$ cat src/rtl/dma_reg_arbiter.sv
// -----------------------------------------------------------------------------
// dma_reg_arbiter
//   Shares the single DMA register-block port between NUM_REQ requesters.
//   Picks a winner (round-robin or fixed priority), keeps exactly one access in
//   flight, issues a one-cycle registered strobe to the register block, waits
//   RD_LAT cycles for read data when needed and returns a one-cycle response to
//   the winner. Also produces the register block's registered active-low reset.
//
// Ports
//   clk, rst                 clock, synchronous active-high reset
//   req_valid/req_we         per-requester request and direction (1 = write)
//   req_addr/req_wdata       packed per-requester address / write data
//   req_ready                one-hot grant, combinational, IDLE cycle only
//   rsp_valid/rsp_rdata      one-hot completion pulse and read data (0 on write)
//   busy                     high whenever an access is in flight
//   wr_en/rd_en/addr/wdata   registered register-block access port
//   rdata                    register-block read data
//   reg_rst_n                registered ~rst for the register block
// -----------------------------------------------------------------------------
module dma_reg_arbiter #(
  parameter int NUM_REQ  = 2,
  parameter int ADDR_W   = 32,
  parameter int DATA_W   = 32,
  parameter int RD_LAT   = 1,
  parameter int ARB_MODE = 0
) (
  input  logic                      clk,
  input  logic                      rst,
  input  logic [NUM_REQ-1:0]        req_valid,
  input  logic [NUM_REQ-1:0]        req_we,
  input  logic [NUM_REQ*ADDR_W-1:0] req_addr,
  input  logic [NUM_REQ*DATA_W-1:0] req_wdata,
  output logic [NUM_REQ-1:0]        req_ready,
  output logic [NUM_REQ-1:0]        rsp_valid,
  output logic [DATA_W-1:0]         rsp_rdata,
  output logic                      busy,
  output logic                      wr_en,
  output logic                      rd_en,
  output logic [ADDR_W-1:0]         addr,
  output logic [DATA_W-1:0]         wdata,
  input  logic [DATA_W-1:0]         rdata,
  output logic                      reg_rst_n
);

  localparam int IDX_W = (NUM_REQ > 1) ? $clog2(NUM_REQ) : 1;
  localparam int CNT_W = 3;
  // WAIT is entered with RD_LAT-1 remaining; the last WAIT edge captures rdata.
  localparam logic [CNT_W-1:0] WAIT_INIT = (RD_LAT > 0) ? CNT_W'(RD_LAT - 1) : '0;

  typedef enum logic [1:0] {
    S_IDLE  = 2'd0,
    S_ISSUE = 2'd1,
    S_WAIT  = 2'd2,
    S_RESP  = 2'd3
  } state_e;

  state_e             state_q, state_d;
  logic [IDX_W-1:0]   rr_ptr_q, rr_ptr_d;
  logic [IDX_W-1:0]   gnt_q, gnt_d;
  logic               we_q, we_d;
  logic               wr_en_q, wr_en_d;
  logic               rd_en_q, rd_en_d;
  logic [ADDR_W-1:0]  addr_q, addr_d;
  logic [DATA_W-1:0]  wdata_q, wdata_d;
  logic [DATA_W-1:0]  rdata_q, rdata_d;
  logic [CNT_W-1:0]   cnt_q, cnt_d;
  logic               reg_rst_n_q;

  logic               win_found;
  logic [IDX_W-1:0]   win_idx;

  // Index of the k-th candidate in scan order.
  function automatic logic [IDX_W-1:0] scan_index(input logic [IDX_W-1:0] base, input int k);
    int idx;
    if (ARB_MODE == 1) idx = k;
    else               idx = (int'(base) + k) % NUM_REQ;
    return IDX_W'(idx);
  endfunction

  // Winner: first valid requester in scan order (from rr_ptr, or from 0 in fixed mode).
  // NOTE: every variable written in always_comb gets a default first so no path leaves it
  // unassigned; otherwise synthesis infers a latch.
  always_comb begin
    win_found = 1'b0;
    win_idx   = '0;
    for (int k = 0; k < NUM_REQ; k++) begin
      if (!win_found && req_valid[scan_index(rr_ptr_q, k)]) begin
        win_found = 1'b1;
        win_idx   = scan_index(rr_ptr_q, k);
      end
    end
  end

  always_comb begin
    state_d   = state_q;
    rr_ptr_d  = rr_ptr_q;
    gnt_d     = gnt_q;
    we_d      = we_q;
    wr_en_d   = 1'b0;
    rd_en_d   = 1'b0;
    addr_d    = addr_q;
    wdata_d   = wdata_q;
    rdata_d   = rdata_q;
    cnt_d     = cnt_q;
    req_ready = '0;
    rsp_valid = '0;
    rsp_rdata = '0;

    unique case (state_q)
      S_IDLE: begin
        if (win_found) begin
          req_ready[win_idx] = ~rst;
          gnt_d   = win_idx;
          we_d    = req_we[win_idx];
          wr_en_d = req_we[win_idx];
          rd_en_d = ~req_we[win_idx];
          addr_d  = req_addr[int'(win_idx)*ADDR_W +: ADDR_W];
          wdata_d = req_wdata[int'(win_idx)*DATA_W +: DATA_W];
          rdata_d = '0;  // writes report zero data
          state_d = S_ISSUE;
        end
      end
      S_ISSUE: begin
        if (we_q) begin
          state_d = S_RESP;
        end else if (RD_LAT == 0) begin
          rdata_d = rdata;  // zero-latency block: data valid alongside rd_en
          state_d = S_RESP;
        end else begin
          cnt_d   = WAIT_INIT;
          state_d = S_WAIT;
        end
      end
      S_WAIT: begin
        if (cnt_q == '0) begin
          rdata_d = rdata;
          state_d = S_RESP;
        end else begin
          cnt_d = cnt_q - 1'b1;
        end
      end
      S_RESP: begin
        rsp_valid[gnt_q] = 1'b1;
        rsp_rdata        = rdata_q;
        rr_ptr_d         = (gnt_q == IDX_W'(NUM_REQ - 1)) ? '0 : gnt_q + 1'b1;
        state_d          = S_IDLE;
      end
      default: state_d = S_IDLE;
    endcase
  end

  // NOTE: sequential state uses non-blocking assignments so every register samples the
  // pre-edge values, independent of statement order.
  always_ff @(posedge clk) begin
    reg_rst_n_q <= ~rst;
    if (rst) begin
      state_q  <= S_IDLE;
      rr_ptr_q <= '0;
      gnt_q    <= '0;
      we_q     <= 1'b0;
      wr_en_q  <= 1'b0;
      rd_en_q  <= 1'b0;
      addr_q   <= '0;
      wdata_q  <= '0;
      rdata_q  <= '0;
      cnt_q    <= '0;
    end else begin
      state_q  <= state_d;
      rr_ptr_q <= rr_ptr_d;
      gnt_q    <= gnt_d;
      we_q     <= we_d;
      wr_en_q  <= wr_en_d;
      rd_en_q  <= rd_en_d;
      addr_q   <= addr_d;
      wdata_q  <= wdata_d;
      rdata_q  <= rdata_d;
      cnt_q    <= cnt_d;
    end
  end

  assign busy      = (state_q != S_IDLE);
  assign wr_en     = wr_en_q;
  assign rd_en     = rd_en_q;
  assign addr      = addr_q;
  assign wdata     = wdata_q;
  assign reg_rst_n = reg_rst_n_q;

endmodule
$ cat config.mk
export PLATFORM = sky130hd
export DESIGN_NAME = dma_reg_arbiter
export DESIGN_NICKNAME = d
export VERILOG_FILES = /design/src/rtl/dma_reg_arbiter.sv
export SDC_FILE = /design/constraint.sdc
export NUM_CORES = 1
export LEC_CHECK = 0
export CORE_MARGIN = 1.5
export CORE_UTILIZATION = 25
export CTS_BUF_LIST = sky130_fd_sc_hd__clkbuf_2 sky130_fd_sc_hd__clkbuf_4 sky130_fd_sc_hd__clkbuf_8
export DETAILED_ROUTE_END_ITERATION = 6
export PLACE_DENSITY = 0.67
export SYNTH_ARGS = -nofsm -noshare
export SYNTH_HDL_FRONTEND = slang
export SYNTH_SLANG_ARGS = --single-unit
$ cat constraint.sdc
create_clock -name clk -period 2 [get_ports clk]
set_input_delay 0.2 -clock clk [delete_from_list [all_inputs] [get_ports clk]]
set_output_delay 0.2 -clock clk [all_outputs]
set_load 0.01 [all_outputs]
# Yosys cells after proc, flatten, opt, wreduce, memory -nomap -nowiden
# Cells that the tools add are included.
[op_classes]
addsub = 3
n_lt_le_gt_ge = 6
n_eq_ne = 7
shift = 2
mux = 29
bitwise_logic = 5
n_reduce_logical = 14
[ops]
columns = ["operator", "count"]
rows = [
  ["$shiftx 64x7->32", 2],
  ["$mux 32", 3],
  ["$pmux 32 s2", 1],
  ["$mux 1", 14],
  ["$mux 2", 5],
  ["$lt 1x2->1 const B", 4],
  ["$ne 2x2->1 const B", 4],
  ["$pmux 2 s4", 1],
  ["$mux 3", 2],
  ["$pmux 3 s2", 1],
  ["$reduce_and 3->1", 2],
  ["$reduce_bool 2->1", 3],
  ["$eq 2x2->1 const B", 2],
  ["$not 1->1", 4],
  ["$reduce_and 2->1", 2],
  ["$logic_and 1x1->1", 3],
  ["$logic_not 3->1", 1],
  ["$reduce_or 3->1", 1],
  ["$sub 3x1->3 const B", 1],
  ["$add 1x1->1 const B", 2],
  ["$and 2x2->2", 1],
  ["$demux 1 s1", 2],
  ["$eq 2x1->1 const B", 1],
  ["$ge 1x1->1 const B", 2],
  ["2 further kinds", 2],
]
[totals]
ff_bits = 107
out_inout_bits = 104

# Logic depth before layout (Yosys ltp)
[logic_depth]
word_depth = 13
mapped_depth = 8
mapped_depth_nobuf = 6

# Least setup slack after synthesis
# OpenSTA, ideal clock, no wires.
[synth_path]
kind = "reg-to-reg"
startpoint = "register state_q[0]"
endpoint = "register rdata_q[20]"
setup_ns = 0.128
arrival_ns = 1.508
setup_slack_ns = 0.364
stages_incl_launch_ff = 8
period_less_slack_ns = 1.636
path_cell_list = "dfxtp_1 -> inv_1 -> ha_1 -> nor3b_1 -> a211o_2 -> buf_6 -> a22oi_1 -> nor2_1"
[synth_via]
elab_chain_len = 3
elab_cells_between_ends = 7
classes_between = "eq/ne: 3; mux: 1; reduce/logical: 3"
[synth_lines]
columns = ["element", "line_no", "rtl"]
rows = [
  ["from (decl)", "57", "state_e state_q, state_d;"],
  ["from (signal assigned)", "168", "state_q <= state_d;"],
  ["$eq 2x2->1 or $logic_not 2->1 (tied branches)", "109", "unique case (state_q)"],
  ["$ne 2x2->1 (no line) or $reduce_bool 2->1 (tied branches)", "-", ""],
  ["$reduce_and 3->1 (no line)", "-", ""],
  ["to (signal assigned)", "176", "rdata_q <= rdata_d;"],
  ["to (decl)", "65", "logic [DATA_W-1:0] rdata_q, rdata_d;"],
]
# Several ways; a longest one is shown, not always the timed one.
# A chain may end at the register's enable or synchronous reset.

# Final worst setup path
[layout_path]
startpoint = "register state_q[1]"
endpoint = "output rsp_rdata[28]"
[layout_via]
elab_chain_len = 2
[layout_lines]
columns = ["element", "line_no", "rtl"]
rows = [
  ["$eq 2x2->1", "109", ""],
  ["$mux 32", "109", ""],
  ["to (decl)", "35", "output logic [DATA_W-1:0] rsp_rdata,"],
]
# Every way passes these cells.

==> metrics.md <==
| Metric | Value |
|---|---|
| Library cells used by synthesis | `35` |
| Worst slew pin tran | `379 ps` |
| Yosys warning count | `0` |
| Skew-Pair Late Insertion Delay | `380 ps` |
| 1st-pass router iterations | `4` |
| Startpoint Class | `register` |
| Clk Tree Root Cell | `clkbuf_8` |
| Synth async-reset ratio | `0%` |
| Min Clock Period, post-route | `1910 ps` |
| Hold Buf Count CTS | `0` |
| Worst-path fanout max | `15` |
| Power Dens Cells | `1050 mW/mm2` |
| Nets | `985` |
| Synth Instances | `565` |
| Sequential cell area fraction in the yosys report | `between 40% and 50%` |
| Final setup fails | `0` |
| Main synth FF type | `dfxtp_1` |
| R2R depth | `7` |
| DIE HEIGHT | `138 um` |
| Clk slew on worst S/H paths | `between 100 and 150 ps` |
| Vias in the first global route | `4471` |
| Total GRT Usage | `15.3%` |
| Via count of the routed design | `4803` |
| Initial antenna violation count | `0` |
| Crit Path Category | `reg -> out` |
| PortBufs | `269` |
| Clk buf depth | `2` |
| Routed wire length | `approximately 15 mm` |
| Die W | `~140 um` |
| CP endpoint kind | `output pin` |
| Remaining DRCs | `0` |
| Final HPWL DP | `roughly 10 mm` |
| Tcrit/Tclk final | `between 90% and 100%` |
| Hold path depth | `3` |
| Worst path arrival time | `roughly 1700 ps` |
| First-pass GRT wire length | `between 20 and 25 mm` |
| Crit path required time | `1800 ps` |
| IO Count | `270` |
| DRT iter0 DRCs | `202` |
| CTS tree | `yes` |
| Routed len/inst | `roughly 14 um` |
| Setup_tns | `0 ps` |
| FP Rows | `49` |
| DIE AREA | `approximately 0.019 mm2` |
| Final Max Slew Viols | `0` |
| Clock Skew | `19.6 ps` |
| Gpl congestion | `about 0.73` |
| Mean post-synth cell area | `8.01 um2` |
| Highest clock rate | `between 0.5 and 0.6 GHz` |
| Total CTS buffers | `9` |
| H-tree depth | `3` |
| RSZ-0062 raised after global routing | `no` |
| Flops & latches, synth | `107` |
| Max-Slew Margin vs Limit | `74.7%` |
| Core box area | `0.0178 mm2` |
| Area delta synth->final | `72.2%` |
| Synth Net Count | `around 740` |
| Final Hold Viols | `0` |
| Worst hold path class | `in -> reg` |
| Ant. Diodes | `0` |
| DP Area | `0.00751 mm2` |
| Sink Count | `107` |
| Number of synthesized flops with an enable pin | `0` |
| Maxcap violations | `0` |
| Lkg Pwr | `roughly 3.5 nW` |
| Remaining global-route overflow | `0` |
| Initial Utilization | `25.4%` |
| Drt via density | `4.59` |
| Internal reg-to-reg setup slack | `between 200 and 300 ps` |
| VDD IR max | `498 uV` |
| Share of cells above drive strength 1 | `5.62%` |
| Status | `finished, final reports clean` |
| Largest net degree at the start of global routing | `71` |
| Mapped cell area | `~0.0045 mm2` |
| Post-route ant nets | `0` |
| Post-route cell area | `0.00779 mm2` |
==> final cells by class <==
type                            count  area [um2]
Sequential cell                   107        2150
Fill cell                        1751       10000
Inverter                            9        33.8
Clock buffer                       11         151
Tap cell                          229         287
Clock inverter                      5        42.5
Multi-Input combinational cell    400        2150
Timing Repair Buffer              286        2990
==> Yosys cell counts (3+ instances only) <==
cell	number	share of area [%]
nand2_1	131	11
a21oi_1	4	0.44
and2_1	33	4.6
a31oi_1	64	8.8
inv_1	8	0.66
mux2i_1	3	0.66
a22oi_1	32	5.3
o21ai_0	65	7.2
buf_6	3	0.75
clkbuf_1	17	1.4
nor2_1	41	3.4
dfxtp_1	107	47
ha_1	6	1.7
buf_2	25	2.8
==> metrics by stage <==
stage          hold slack [ps]  utilization [%]  total power, mW  setup slack (ps)  std cells
3_3_place_gp               480             42.1             6.92              57.1       1031
2_1_floorplan              348                -             5.07               364        565
6_report                   363             43.7             8.22              87.4       1047
3_5_place_dp               471             42.1             6.93              33.5       1031
5_1_grt                    345             43.7             8.81              1.16       1047
4_1_cts                    331             43.3             8.35              3.31       1047
==> sequential cells by signal (all words and copies together), names as in the netlist <==
signal,flops
addr,32
state_q,2
rd_en,1
rr_ptr_q,1
wdata,32
wr_en,1
rdata_q,32
we_q,1
cnt_q,3
reg_rst_n,1
gnt_q,1
==> layer usage <==
layer  global-route usage [%]  vias to the layer above  wire length (um)
met5                        0                        -                 0
met4                     6.14                        0               308
met3                     5.89                       16              1530
met2                     24.2                      198              6760
met1                     18.7                     2152              6280
li1                         -                     2437                 -
==> cell families (layout without fill, tap and decap cells) <==
logic type	count (synthesis)	after routing	share of synthesized area, %
compound gates	175	175	23.7
xor+xnor	2	2	0.387
fa+ha+maj	6	6	1.66
buf+inv	58	311	6.19
flops	107	107	47.3
mux	3	3	0.664
simple gates	214	214	20.1
==> final timing paths <==
kind,startpoint,end
worst max register to register,state_q[0]$_SDFFE_PP0P_,rdata_q[1]$_SDFFE_PP0P_
worst min register to register,gnt_q$_SDFFE_PP0P_,gnt_q$_SDFFE_PP0P_
worst min-delay path,req_addr[47],addr[15]$_SDFFE_PP0P_
worst max-delay path,state_q[1]$_SDFFE_PP0P_,rsp_rdata[28]
==> power breakdown <==
part           leakage, nW  switching (mW)  internal (mW)
clock               0.0969           0.800          0.538
combinational         2.49            1.92           1.92
sequential           0.882           0.290           2.74
==> critical path, cell delays in order, from the launching register on <==
cell,delay (ps)
dfxtp_4,390
ha_4,150
buf_6,150
and2_1,130
clkdlybuf4s50_1,520
==> cells in the final DEF, fill, tap and decap left out, types with 2 or more instances in the layout <==
cell             count
a21oi_1              4
ha_1                 4
dfxtp_1            105
inv_2                2
mux2i_1              3
inv_6                3
dfxtp_4              2
buf_4                7
o21ai_1              2
clkdlybuf4s50_1    234
buf_6                2
inv_1                7
a22oi_1             32
o21ai_0             65
and2_1              33
buf_12               8
clkbuf_8            11
nor3_1               2
dlymetal6s2s_1      28
nor2b_1              2
nand2_1            131
dlygate4sd2_1        6
xnor2_1              2
nor2_1              40
a31oi_1             64
==> what timing repair did <==
action / 4_1_cts / 5_1_grt
pin swaps: 1 / 1
endpoints found under the hold margin: 0 / 0
resized for setup: 15 / 32
setup buffers: 0 / 0
endpoints found under the setup margin: 37 / 32
Note: power is estimated with default switching activity, not from simulation.
